[config.mk]
export PLATFORM = sky130hd
export DESIGN_NAME = matrix_mult
export DESIGN_NICKNAME = d
export VERILOG_FILES = /design/src/rtl/matrix_mult_pkg.sv /design/src/rtl/matrix_mult_mac.sv /design/src/rtl/matrix_mult.sv
export SDC_FILE = /design/constraint.sdc
export NUM_CORES = 1
export LEC_CHECK = 0
export ABC_CLOCK_PERIOD_IN_PS = 7500
export CORE_UTILIZATION = 49
export DETAILED_ROUTE_END_ITERATION = 8
export PLACE_DENSITY = 0.7
export SYNTH_ARGS = -nofsm -noshare
export SYNTH_HDL_FRONTEND = slang
export SYNTH_SLANG_ARGS = --single-unit
[constraint.sdc]
create_clock -name clk -period 7.5 [get_ports clk]
set_input_delay 0.75 -clock clk [delete_from_list [all_inputs] [get_ports clk]]
set_output_delay 0.75 -clock clk [all_outputs]
set_load 0.01 [all_outputs]
[src/rtl/matrix_mult_pkg.sv]
// Shared types and fixed-point helpers for the matrix multiplier.
// Contents: FSM state enum, default element format, and width/slice
// helper functions used by matrix_mult and matrix_mult_mac.
package matrix_mult_pkg;

    typedef enum logic [1:0] {
        ST_IDLE    = 2'd0,
        ST_LOAD    = 2'd1,
        ST_COMPUTE = 2'd2,
        ST_DONE    = 2'd3
    } mm_state_e;

    localparam int unsigned DEF_DATA_WIDTH = 16;
    localparam int unsigned DEF_FRAC_WIDTH = 8;

    // Index width for a dimension; a dimension of 1 still gets one bit.
    function automatic int unsigned idx_width(input int unsigned n);
        return (n > 1) ? $clog2(n) : 1;
    endfunction

    // Full-precision accumulator: product width plus growth for k terms.
    function automatic int unsigned acc_width(input int unsigned dw, input int unsigned k);
        return 2 * dw + $clog2(k);
    endfunction

    // Result slice bounds that map a Q*.2F product sum back to Q*.F.
    function automatic int unsigned res_lsb(input int unsigned fw);
        return fw;
    endfunction

    function automatic int unsigned res_msb(input int unsigned dw, input int unsigned fw);
        return dw + fw - 1;
    endfunction

endpackage

[src/rtl/matrix_mult_mac.sv]
// Signed multiply-accumulate for one C element.
// Ports:
//   clk, rst_n  - clock, async active-low reset (clears the accumulator)
//   en_i        - perform one MAC this cycle
//   clr_i       - with en_i, start a new sum (product replaces accumulator)
//   a_i, b_i    - signed fixed-point operands
//   res_c_o     - combinational truncated/wrapped result of the sum that
//                 the accumulator takes at the next edge
module matrix_mult_mac
    import matrix_mult_pkg::*;
#(
    parameter int unsigned DATA_WIDTH = DEF_DATA_WIDTH,
    parameter int unsigned FRAC_WIDTH = DEF_FRAC_WIDTH,
    parameter int unsigned K          = 3
) (
    input  logic                         clk,
    input  logic                         rst_n,
    input  logic                         en_i,
    input  logic                         clr_i,
    input  logic signed [DATA_WIDTH-1:0] a_i,
    input  logic signed [DATA_WIDTH-1:0] b_i,
    output logic signed [DATA_WIDTH-1:0] res_c_o
);

    localparam int unsigned ACC_W   = acc_width(DATA_WIDTH, K);
    localparam int unsigned RES_LSB = res_lsb(FRAC_WIDTH);
    localparam int unsigned RES_MSB = res_msb(DATA_WIDTH, FRAC_WIDTH);

    logic signed [2*DATA_WIDTH-1:0] prod;
    logic signed [ACC_W-1:0]        acc_q;
    logic signed [ACC_W-1:0]        acc_d;

    // Sign-extended product added to the running (or freshly cleared) sum.
    always_comb begin
        prod  = a_i * b_i;
        acc_d = acc_q;
        if (en_i) begin
            acc_d = (clr_i ? ACC_W'(0) : acc_q) + ACC_W'(prod);
        end
    end

    // Dropping the low bits floors toward minus infinity; high bits wrap.
    assign res_c_o = acc_d[RES_MSB:RES_LSB];

    always_ff @(posedge clk or negedge rst_n) begin
        if (!rst_n) begin
            acc_q <= '0;
        end else begin
            acc_q <= acc_d;
        end
    end

endmodule

[src/rtl/matrix_mult.sv]
// Fixed-point matrix multiplier C = A * B (A is MxK, B is KxN).
// Ports:
//   clk, rst_n                   - clock, async active-low reset
//   start                        - begin a new multiply (IDLE/DONE only)
//   a_data/a_row/a_col/a_valid   - A element write port (LOAD only)
//   b_data/b_row/b_col/b_valid   - B element write port (LOAD only)
//   c_data/c_row/c_col/c_valid   - C element stream, row-major
//   done                         - all C elements emitted
module matrix_mult
    import matrix_mult_pkg::*;
#(
    parameter int unsigned DATA_WIDTH = DEF_DATA_WIDTH,
    parameter int unsigned FRAC_WIDTH = DEF_FRAC_WIDTH,
    parameter int unsigned M          = 4,
    parameter int unsigned N          = 2,
    parameter int unsigned K          = 3
) (
    input  logic                         clk,
    input  logic                         rst_n,
    input  logic                         start,
    input  logic signed [DATA_WIDTH-1:0] a_data,
    input  logic [idx_width(M)-1:0]      a_row,
    input  logic [idx_width(K)-1:0]      a_col,
    input  logic                         a_valid,
    input  logic signed [DATA_WIDTH-1:0] b_data,
    input  logic [idx_width(K)-1:0]      b_row,
    input  logic [idx_width(N)-1:0]      b_col,
    input  logic                         b_valid,
    output logic signed [DATA_WIDTH-1:0] c_data,
    output logic [idx_width(M)-1:0]      c_row,
    output logic [idx_width(N)-1:0]      c_col,
    output logic                         c_valid,
    output logic                         done
);

    localparam int unsigned MW  = idx_width(M);
    localparam int unsigned NW  = idx_width(N);
    localparam int unsigned KW  = idx_width(K);
    localparam int unsigned KCW = $clog2(K + 1);
    localparam int unsigned AFW = idx_width(M * K);
    localparam int unsigned BFW = idx_width(K * N);

    mm_state_e state_q, state_d;

    logic signed [DATA_WIDTH-1:0] a_mem [M][K];
    logic signed [DATA_WIDTH-1:0] b_mem [K][N];

    logic [M*K-1:0] a_flag_q, a_flag_d;
    logic [K*N-1:0] b_flag_q, b_flag_d;

    logic [MW-1:0]  i_q, i_d;
    logic [NW-1:0]  j_q, j_d;
    logic [KCW-1:0] k_q, k_d;

    logic signed [DATA_WIDTH-1:0] c_data_q, c_data_d;
    logic [MW-1:0]                c_row_q, c_row_d;
    logic [NW-1:0]                c_col_q, c_col_d;
    logic                         c_valid_q, c_valid_d;
    logic                         done_q, done_d;

    logic                         a_wr, b_wr, all_loaded;
    logic [AFW-1:0]               a_idx;
    logic [BFW-1:0]               b_idx;
    logic [KW-1:0]                k_idx;
    logic                         mac_en, mac_clr;
    logic signed [DATA_WIDTH-1:0] mac_res;

    // Writes only land in LOAD and only with in-range indices.
    assign a_wr = (state_q == ST_LOAD) && a_valid && (32'(a_row) < M) && (32'(a_col) < K);
    assign b_wr = (state_q == ST_LOAD) && b_valid && (32'(b_row) < K) && (32'(b_col) < N);
    assign a_idx = AFW'(32'(a_row) * K + 32'(a_col));
    assign b_idx = BFW'(32'(b_row) * N + 32'(b_col));
    assign all_loaded = (&a_flag_q) && (&b_flag_q);

    // k_q reaches K on the emit cycle; keep the operand index in range then.
    assign k_idx = (k_q < KCW'(K)) ? KW'(k_q) : '0;

    // Operand storage is not reset; loaded flags gate its use.
    always_ff @(posedge clk) begin
        if (a_wr) begin
            a_mem[a_row][a_col] <= a_data;
        end
        if (b_wr) begin
            b_mem[b_row][b_col] <= b_data;
        end
    end

    matrix_mult_mac #(
        .DATA_WIDTH (DATA_WIDTH),
        .FRAC_WIDTH (FRAC_WIDTH),
        .K          (K)
    ) u_mac (
        .clk     (clk),
        .rst_n   (rst_n),
        .en_i    (mac_en),
        .clr_i   (mac_clr),
        .a_i     (a_mem[i_q][k_idx]),
        .b_i     (b_mem[k_idx][j_q]),
        .res_c_o (mac_res)
    );

    // Next-state and datapath control; each C element takes K MAC cycles
    // followed by one emit cycle.
    always_comb begin
        state_d   = state_q;
        a_flag_d  = a_flag_q;
        b_flag_d  = b_flag_q;
        i_d       = i_q;
        j_d       = j_q;
        k_d       = k_q;
        c_data_d  = c_data_q;
        c_row_d   = c_row_q;
        c_col_d   = c_col_q;
        c_valid_d = 1'b0;
        done_d    = done_q;
        mac_en    = 1'b0;
        mac_clr   = 1'b0;

        unique case (state_q)
            ST_IDLE, ST_DONE: begin
                if (start) begin
                    state_d  = ST_LOAD;
                    a_flag_d = '0;
                    b_flag_d = '0;
                    done_d   = 1'b0;
                end
            end
            ST_LOAD: begin
                if (a_wr) a_flag_d[a_idx] = 1'b1;
                if (b_wr) b_flag_d[b_idx] = 1'b1;
                if (all_loaded) begin
                    state_d = ST_COMPUTE;
                    i_d     = '0;
                    j_d     = '0;
                    k_d     = '0;
                end
            end
            ST_COMPUTE: begin
                if (k_q != KCW'(K)) begin
                    mac_en  = 1'b1;
                    mac_clr = (k_q == '0);
                    k_d     = k_q + KCW'(1);
                    if (k_q == KCW'(K - 1)) begin
                        c_valid_d = 1'b1;
                        c_data_d  = mac_res;
                        c_row_d   = i_q;
                        c_col_d   = j_q;
                    end
                end else begin
                    k_d = '0;
                    if (j_q == NW'(N - 1)) begin
                        j_d = '0;
                        if (i_q == MW'(M - 1)) begin
                            state_d = ST_DONE;
                            done_d  = 1'b1;
                        end else begin
                            i_d = i_q + MW'(1);
                        end
                    end else begin
                        j_d = j_q + NW'(1);
                    end
                end
            end
            default: state_d = ST_IDLE;
        endcase
    end

    always_ff @(posedge clk or negedge rst_n) begin
        if (!rst_n) begin
            state_q   <= ST_IDLE;
            a_flag_q  <= '0;
            b_flag_q  <= '0;
            i_q       <= '0;
            j_q       <= '0;
            k_q       <= '0;
            c_data_q  <= '0;
            c_row_q   <= '0;
            c_col_q   <= '0;
            c_valid_q <= 1'b0;
            done_q    <= 1'b0;
        end else begin
            state_q   <= state_d;
            a_flag_q  <= a_flag_d;
            b_flag_q  <= b_flag_d;
            i_q       <= i_d;
            j_q       <= j_d;
            k_q       <= k_d;
            c_data_q  <= c_data_d;
            c_row_q   <= c_row_d;
            c_col_q   <= c_col_d;
            c_valid_q <= c_valid_d;
            done_q    <= done_d;
        end
    end

    assign c_data  = c_data_q;
    assign c_row   = c_row_q;
    assign c_col   = c_col_q;
    assign c_valid = c_valid_q;
    assign done    = done_q;

endmodule

==> results of run 1 <==
==> worst max-delay path, delay by kind of cell (launching register included) <==
kind	cells	cell delay [ps]
AOI/OAI and AO/OA	5	1000
muxes	1	510
and+or+nand+nor	5	870
buffers and inverters	9	790
DFF	1	390
adders and majority gates	8	3630
==> repair_timing <==
item,4_1_cts,5_1_grt
setup buffers,0,22
gates resized for setup,0,44
setup endpoints to repair,0,12
==> stage by stage <==
stage / area [um^2] / hold WS [ps] / cells
2_1_floorplan: 22700 / 437 / 1843
4_1_cts: 25600 / 360 / 2582
6_report: 26100 / 333 / 2608
3_3_place_gp: 24500 / 452 / 2518
3_5_place_dp: 24500 / 459 / 2518
5_1_grt: 26100 / 413 / 2608
==> final timing paths <==
check | from | endpoint | slack, ps
hold reg to reg | u_mac.acc_q[1] | u_mac.acc_q[1] | 470
setup reg to reg | k_q[1] | c_data[15] | 220
min in group clk | u_mac.acc_q[1] | u_mac.acc_q[1] | 470
max in group asynchronous | rst_n | i_q[0] | 6470
hold / removal | rst_n | a_flag_q[8] | 330
setup / recovery | k_q[1] | c_data[15] | 220
==> Yosys cell counts, types with 3 or more instances <==
| cell type | number | area share (%) |
|---|---|---|
| nand2b_1 | 31 | 0.86 |
| o211ai_1 | 4 | 0.13 |
| o22a_1 | 4 | 0.15 |
| nand2_1 | 133 | 2.2 |
| and3_1 | 6 | 0.17 |
| mux2_2 | 6 | 0.30 |
| dfrtp_1 | 70 | 7.7 |
| xnor2_1 | 30 | 1.2 |
| nand3_1 | 8 | 0.18 |
| mux4_2 | 47 | 4.7 |
| a221oi_1 | 4 | 0.15 |
| o21ai_0 | 51 | 1.1 |
| or2_2 | 19 | 0.53 |
| a31oi_1 | 9 | 0.25 |
| buf_4 | 6 | 0.20 |
| a22oi_1 | 7 | 0.23 |
| nor3_1 | 7 | 0.15 |
| and2_1 | 41 | 1.1 |
| buf_1 | 10 | 0.17 |
| o21ai_1 | 6 | 0.13 |
| edfxtp_1 | 288 | 38 |
| xor2_1 | 11 | 0.43 |
| nor2b_1 | 14 | 0.39 |
| nor2_1 | 180 | 3.0 |
| nor3b_1 | 3 | 0.099 |
| fa_1 | 211 | 19 |
| clkbuf_1 | 38 | 0.63 |
| buf_2 | 8 | 0.18 |
| inv_1 | 330 | 5.5 |
| a21o_1 | 12 | 0.40 |
| a211oi_1 | 4 | 0.13 |
| o21a_1 | 3 | 0.099 |
| a21oi_1 | 43 | 0.95 |
| ha_1 | 97 | 5.4 |
| o22ai_1 | 4 | 0.11 |
| mux2i_1 | 55 | 2.4 |
| buf_6 | 3 | 0.15 |
| nand4_1 | 7 | 0.19 |
==> cell families (layout without fill, tap and decap cells) <==
logic type               after synthesis  in the layout
AO/OA/AOI/OAI                        168            168
XOR/XNOR                              43             43
adder cells (fa/ha/maj)              308            308
buffers and inverters                397            562
flip-flops                           358            358
multiplexers                         108            108
AND/OR/NAND/NOR                      461            461
==> flip-flops by register name, indices dropped and copies added, names as in the netlist <==
| register | cells |
|---|---|
| j_q | 1 |
| c_row | 2 |
| c_col | 1 |
| b_mem | 96 |
| k_q | 2 |
| u_mac.acc_q | 24 |
| b_flag_q | 6 |
| c_valid | 1 |
| i_q | 2 |
| a_mem | 192 |
| state_q | 2 |
| a_flag_q | 12 |
| done | 1 |
| c_data | 16 |
==> cell type report <==
type / instances / area (um^2) / area share [%]
tap: 600 / 751 / 2.88
inverter: 331 / 1240 / 4.76
clock inverter: 14 / 129 / 0.494
sequential: 358 / 10400 / 39.9
timing repair buffer: 167 / 1670 / 6.41
clock buffer: 50 / 1010 / 3.86
multi-input combinational: 1088 / 10900 / 41.7
==> routing by layer <==
metal | share of wire (%) | vias to the layer above
met5 | 0 | -
met4 | 3.5 | 0
met3 | 5.2 | 84
met2 | 52 | 424
met1 | 40 | 7110
li1 | - | 6349
==> flow_summary.yaml, run 1 <==
clocking:
  clockRootBuffer: "clkbuf_16"
  clk_latency_ps: 570
  cts_tree: "built"
  cts.sinks: 358
  hold_buffers: 0
  path_clk_slew_ps: 60
  cts_max_level: 2
  clk_path_buf_depth: 3
  cts-buffers-inserted: 37
synthesis:
  ys_types: 62
  synth_cells: 1843
  synth_top_family_by_area: "adder cells"
  syn-num-nets: 2195
  yosysWarnings: 0
  seq_area_frac_synth_pct: 45.9
  synth_edf_count: 288
  synth_area_per_cell_um2: 12.3
  synth_seq_cells: 358
  synth_xor_xnor_area_share_pct: 1.76
  synth-compound-area-share_pct: 4.69
  mappedNetlistArea_um2: 22600
  synthSimpleGateAreaFrac_pct: 9.30
  synthMuxAreaShare_pct: 7.41
  synthAdderAreaFrac_pct: 24.0
  synth_top_flop_cell: "edfxtp_1"
  async_reset_ff_share_pct: 19.6
setup_path:
  cp_data_arrival_time_ps: 7770
  critPathMaxStageDelay_ps: 540
  end_kind: "flip-flop"
  worst-r2r-cell-count: 28
  startpoint_type: "flip-flop"
  cp_common_cell: "fa_1"
  critical_path_class: "flip-flop to flip-flop"
  cp_slowest_cell: "fa_1"
  cp_max_fo: 9
  crit_required_ps: 7990
final_layout:
  mostFrequentLayoutCell: "inv_1"
  area_growth_pct: 15.3
  fill_cells: 3742
  nNetsFinal: 2335
  drive_gt1_share_pct: 13.9
  layout_common_cells: "inv_1 (327), edfxtp_1 (288), fa_1 (210), nor2_1 (178), nand2_1 (133)"
  post-route-util_pct: 57.4
  n_antenna_cell: 0
floorplan:
  core_um2: 45500
  die_h_um: 217
  start_util_pct: 49.8
  dieArea_um2: 47100
  die_w_um: 217
  fp-row-count: 78
  ios: 65
timing:
  slew_headroom_pct: 19.9
  finalMaxSlewViolations: 0
  setup_viol: 0
  tightest_slew_ps: 1200
  setup_tns_ps: 0
  hold_violations: 0
  final.setup.worst_slack_ps: 222
  fmax_mhz: 137
  fin_worst_skew_ps: 19.6
  period_share_pct: 97.0
  period_needed_ps: 7280
routing:
  drtAntennaViolNets: 0
  totalWireLength_um: 52100
  drc: 0
  drtPass1Iterations: 5
  wl_per_cell_um: 20.0
  routed_via_density: 5.36
  vias: 13967
  drtIter0Drc: 942
global_routing:
  grt_usage_pct: 23.0
  grt_max_degree: 71
  met3_usage_pct: 2.95
  grt_antenna_before_repair: 0
  met1_usage_pct: 28.5
  grt_overflow: 0
  grt_pass1_wl_um: 82100
  use_met2_pct: 41.2
  grt_pass1_vias: 15072
  busiest_layer: "met2"
status:
  outcome: "complete, no violations"
hold_path:
  hold_path_class: "primary input to asynchronous set/reset pin"
place:
  gp_congestion: 0.886
  place_hpwl_um: 37400
  io_buffers: 64
  pre_cts_slack_ps: 28.1
run:
  maxCapViolCount: 0
Power of run 1 is left out: the tool's default activity adds up to more than one toggle a clock period on the data nets, which glitch-free logic cannot reach.
==> run 2: changes to the inputs <==
Settings changed: ABC_CLOCK_PERIOD_IN_PS 7500 to 6600.
Clock period 7.5 ns to 6.6 ns, I/O delays scaled along.
==> run 2 against run 1 <==
Global-route usage grew 0.50 points. Register-to-register slack worse by 580 ps. Worst setup slack worse by 580 ps. Sequential share of layout area shrank 2.8 points. The run now ends with negative setup slack left. Critical path type unchanged. Count of clock-buffer cells in the layout shrank 5.
==> flow_summary.yaml, run 2 (synthesis results as in run 1) <==
timing:
  slew_headroom_pct: 21.1
  timing.hold.ws_ps: 237
  hold_violations: 0
  fmax_mhz: 144
  tightest_slew_ps: 1180
  fin_worst_skew_ps: 21.0
  setup_viol: 14
  period_share_pct: 105
  rsz0062_at_grt: "true"
  finalMaxSlewViolations: 0
  final.setup.worst_slack_ps: -355
  period_needed_ps: 6960
  setup_tns_ps: -2480
routing:
  drtAntennaViolNets: 0
  wl_per_cell_um: 19.2
  drtIter0Drc: 841
  totalWireLength_um: 53200
  routed_via_density: 5.29
  drtPass1Iterations: 5
  drc: 0
  vias: 14633
global_routing:
  met1_usage_pct: 30.0
  grt_pass1_vias: 15845
  use_met2_pct: 41.2
  met3_usage_pct: 3.69
  grt_max_degree: 71
  grt_usage_pct: 23.5
  busiest_layer: "met2"
  grt_overflow: 0
  grt_pass1_wl_um: 85000
  grt_antenna_before_repair: 0
floorplan:
  ios: 65
  core_um2: 45500
  die_w_um: 217
  dieArea_um2: 47100
  die_h_um: 217
  fp-row-count: 78
  start_util_pct: 49.8
clocking:
  clk_path_buf_depth: 3
  cts_tree: "built"
  clk_latency_ps: 560
  hold_buffers: 0
  clockRootBuffer: "clkbuf_16"
  cts-buffers-inserted: 37
  cts.sinks: 358
  path_clk_slew_ps: 60
  cts_max_level: 2
final_layout:
  nNetsFinal: 2494
  post-route-util_pct: 61.6
  largestRegisters: "a_mem: 192 flops, b_mem: 96 flops, u_mac.acc_q: 24 flops"
  area_growth_pct: 23.9
  fill_cells: 3512
  n_antenna_cell: 0
  layout_common_cells: "inv_1 (311), edfxtp_1 (288), buf_4 (214), fa_1 (204), nor2_1 (164)"
  drive_gt1_share_pct: 24.5
  largest_reg_flops: 192
  regMostFlops: "a_mem"
  mostFrequentLayoutCell: "inv_1"
place:
  pre_cts_slack_ps: -510
  io_buffers: 64
  gp_congestion: 0.892
  place_hpwl_um: 39300
status:
  violations: "negative setup slack"
  outcome: "finished, violations left"
run:
  maxCapViolCount: 0
hold_path:
  hold_path_class: "primary input to asynchronous set/reset pin"
setup_path:
  cp_data_arrival_time_ps: 7430
  startpoint_type: "flip-flop"
  critical_path_class: "flip-flop to flip-flop"
  cp_slowest_cell: "fa_2"
  crit_required_ps: 7080
  crit_family: "adder cells"
  critPathMaxStageDelay_ps: 570
  rrSetupSlack_ps: -360
  cp_common_cell: "fa_1"
  end_kind: "flip-flop"
  critPathBufInv: 8
  cp_max_fo: 8
[run 2: final timing paths]
kind / from / endpoint / cells past startpoint
worst max-delay path: i_q[0] / u_mac.acc_q[23] / 27
worst min register to register: u_mac.acc_q[2] / u_mac.acc_q[2] / 2
worst min-delay path: rst_n / c_data[0] / 1
worst max register to register: i_q[0] / u_mac.acc_q[23] / 27
min in group clk: u_mac.acc_q[2] / u_mac.acc_q[2] / 2
max in group asynchronous: rst_n / i_q[0] / 1
[run 2: cell type report]
| class | count | area, um^2 | share of cell area [%] |
|---|---|---|---|
| clock inverter | 19 | 220 | 0.785 |
| multi-input combinational | 1088 | 11400 | 40.7 |
| tap | 600 | 751 | 2.68 |
| clock buffer | 45 | 997 | 3.56 |
| timing repair buffer | 326 | 3020 | 10.8 |
| sequential | 358 | 10400 | 37.1 |
| inverter | 331 | 1240 | 4.43 |
[run 2: what timing repair did]
action | in CTS | in global routing
pin swaps | 29 | 56
cloned | 1 | 1
setup buffers | 22 | 36
setup endpoints to repair | 18 | 27
hold endpoints to repair | 0 | 0
resized for setup | 54 | 95
[run 2: per-stage QoR]
step	cell area, um^2	cells
3_5_place_dp	25700	2648
5_1_grt	28000	2767
3_3_place_gp	25700	2648
2_1_floorplan	23000	1843
4_1_cts	27400	2734
6_report	28000	2767
[run 2: layer usage]
layer / routed length (um) / vias to the layer above
li1: - / 6661
met1: 21600 / 7507
met2: 27400 / 366
met3: 2400 / 99
met4: 1720 / 0
met5: 0 / -
Power of run 2 is left out for the same reason.
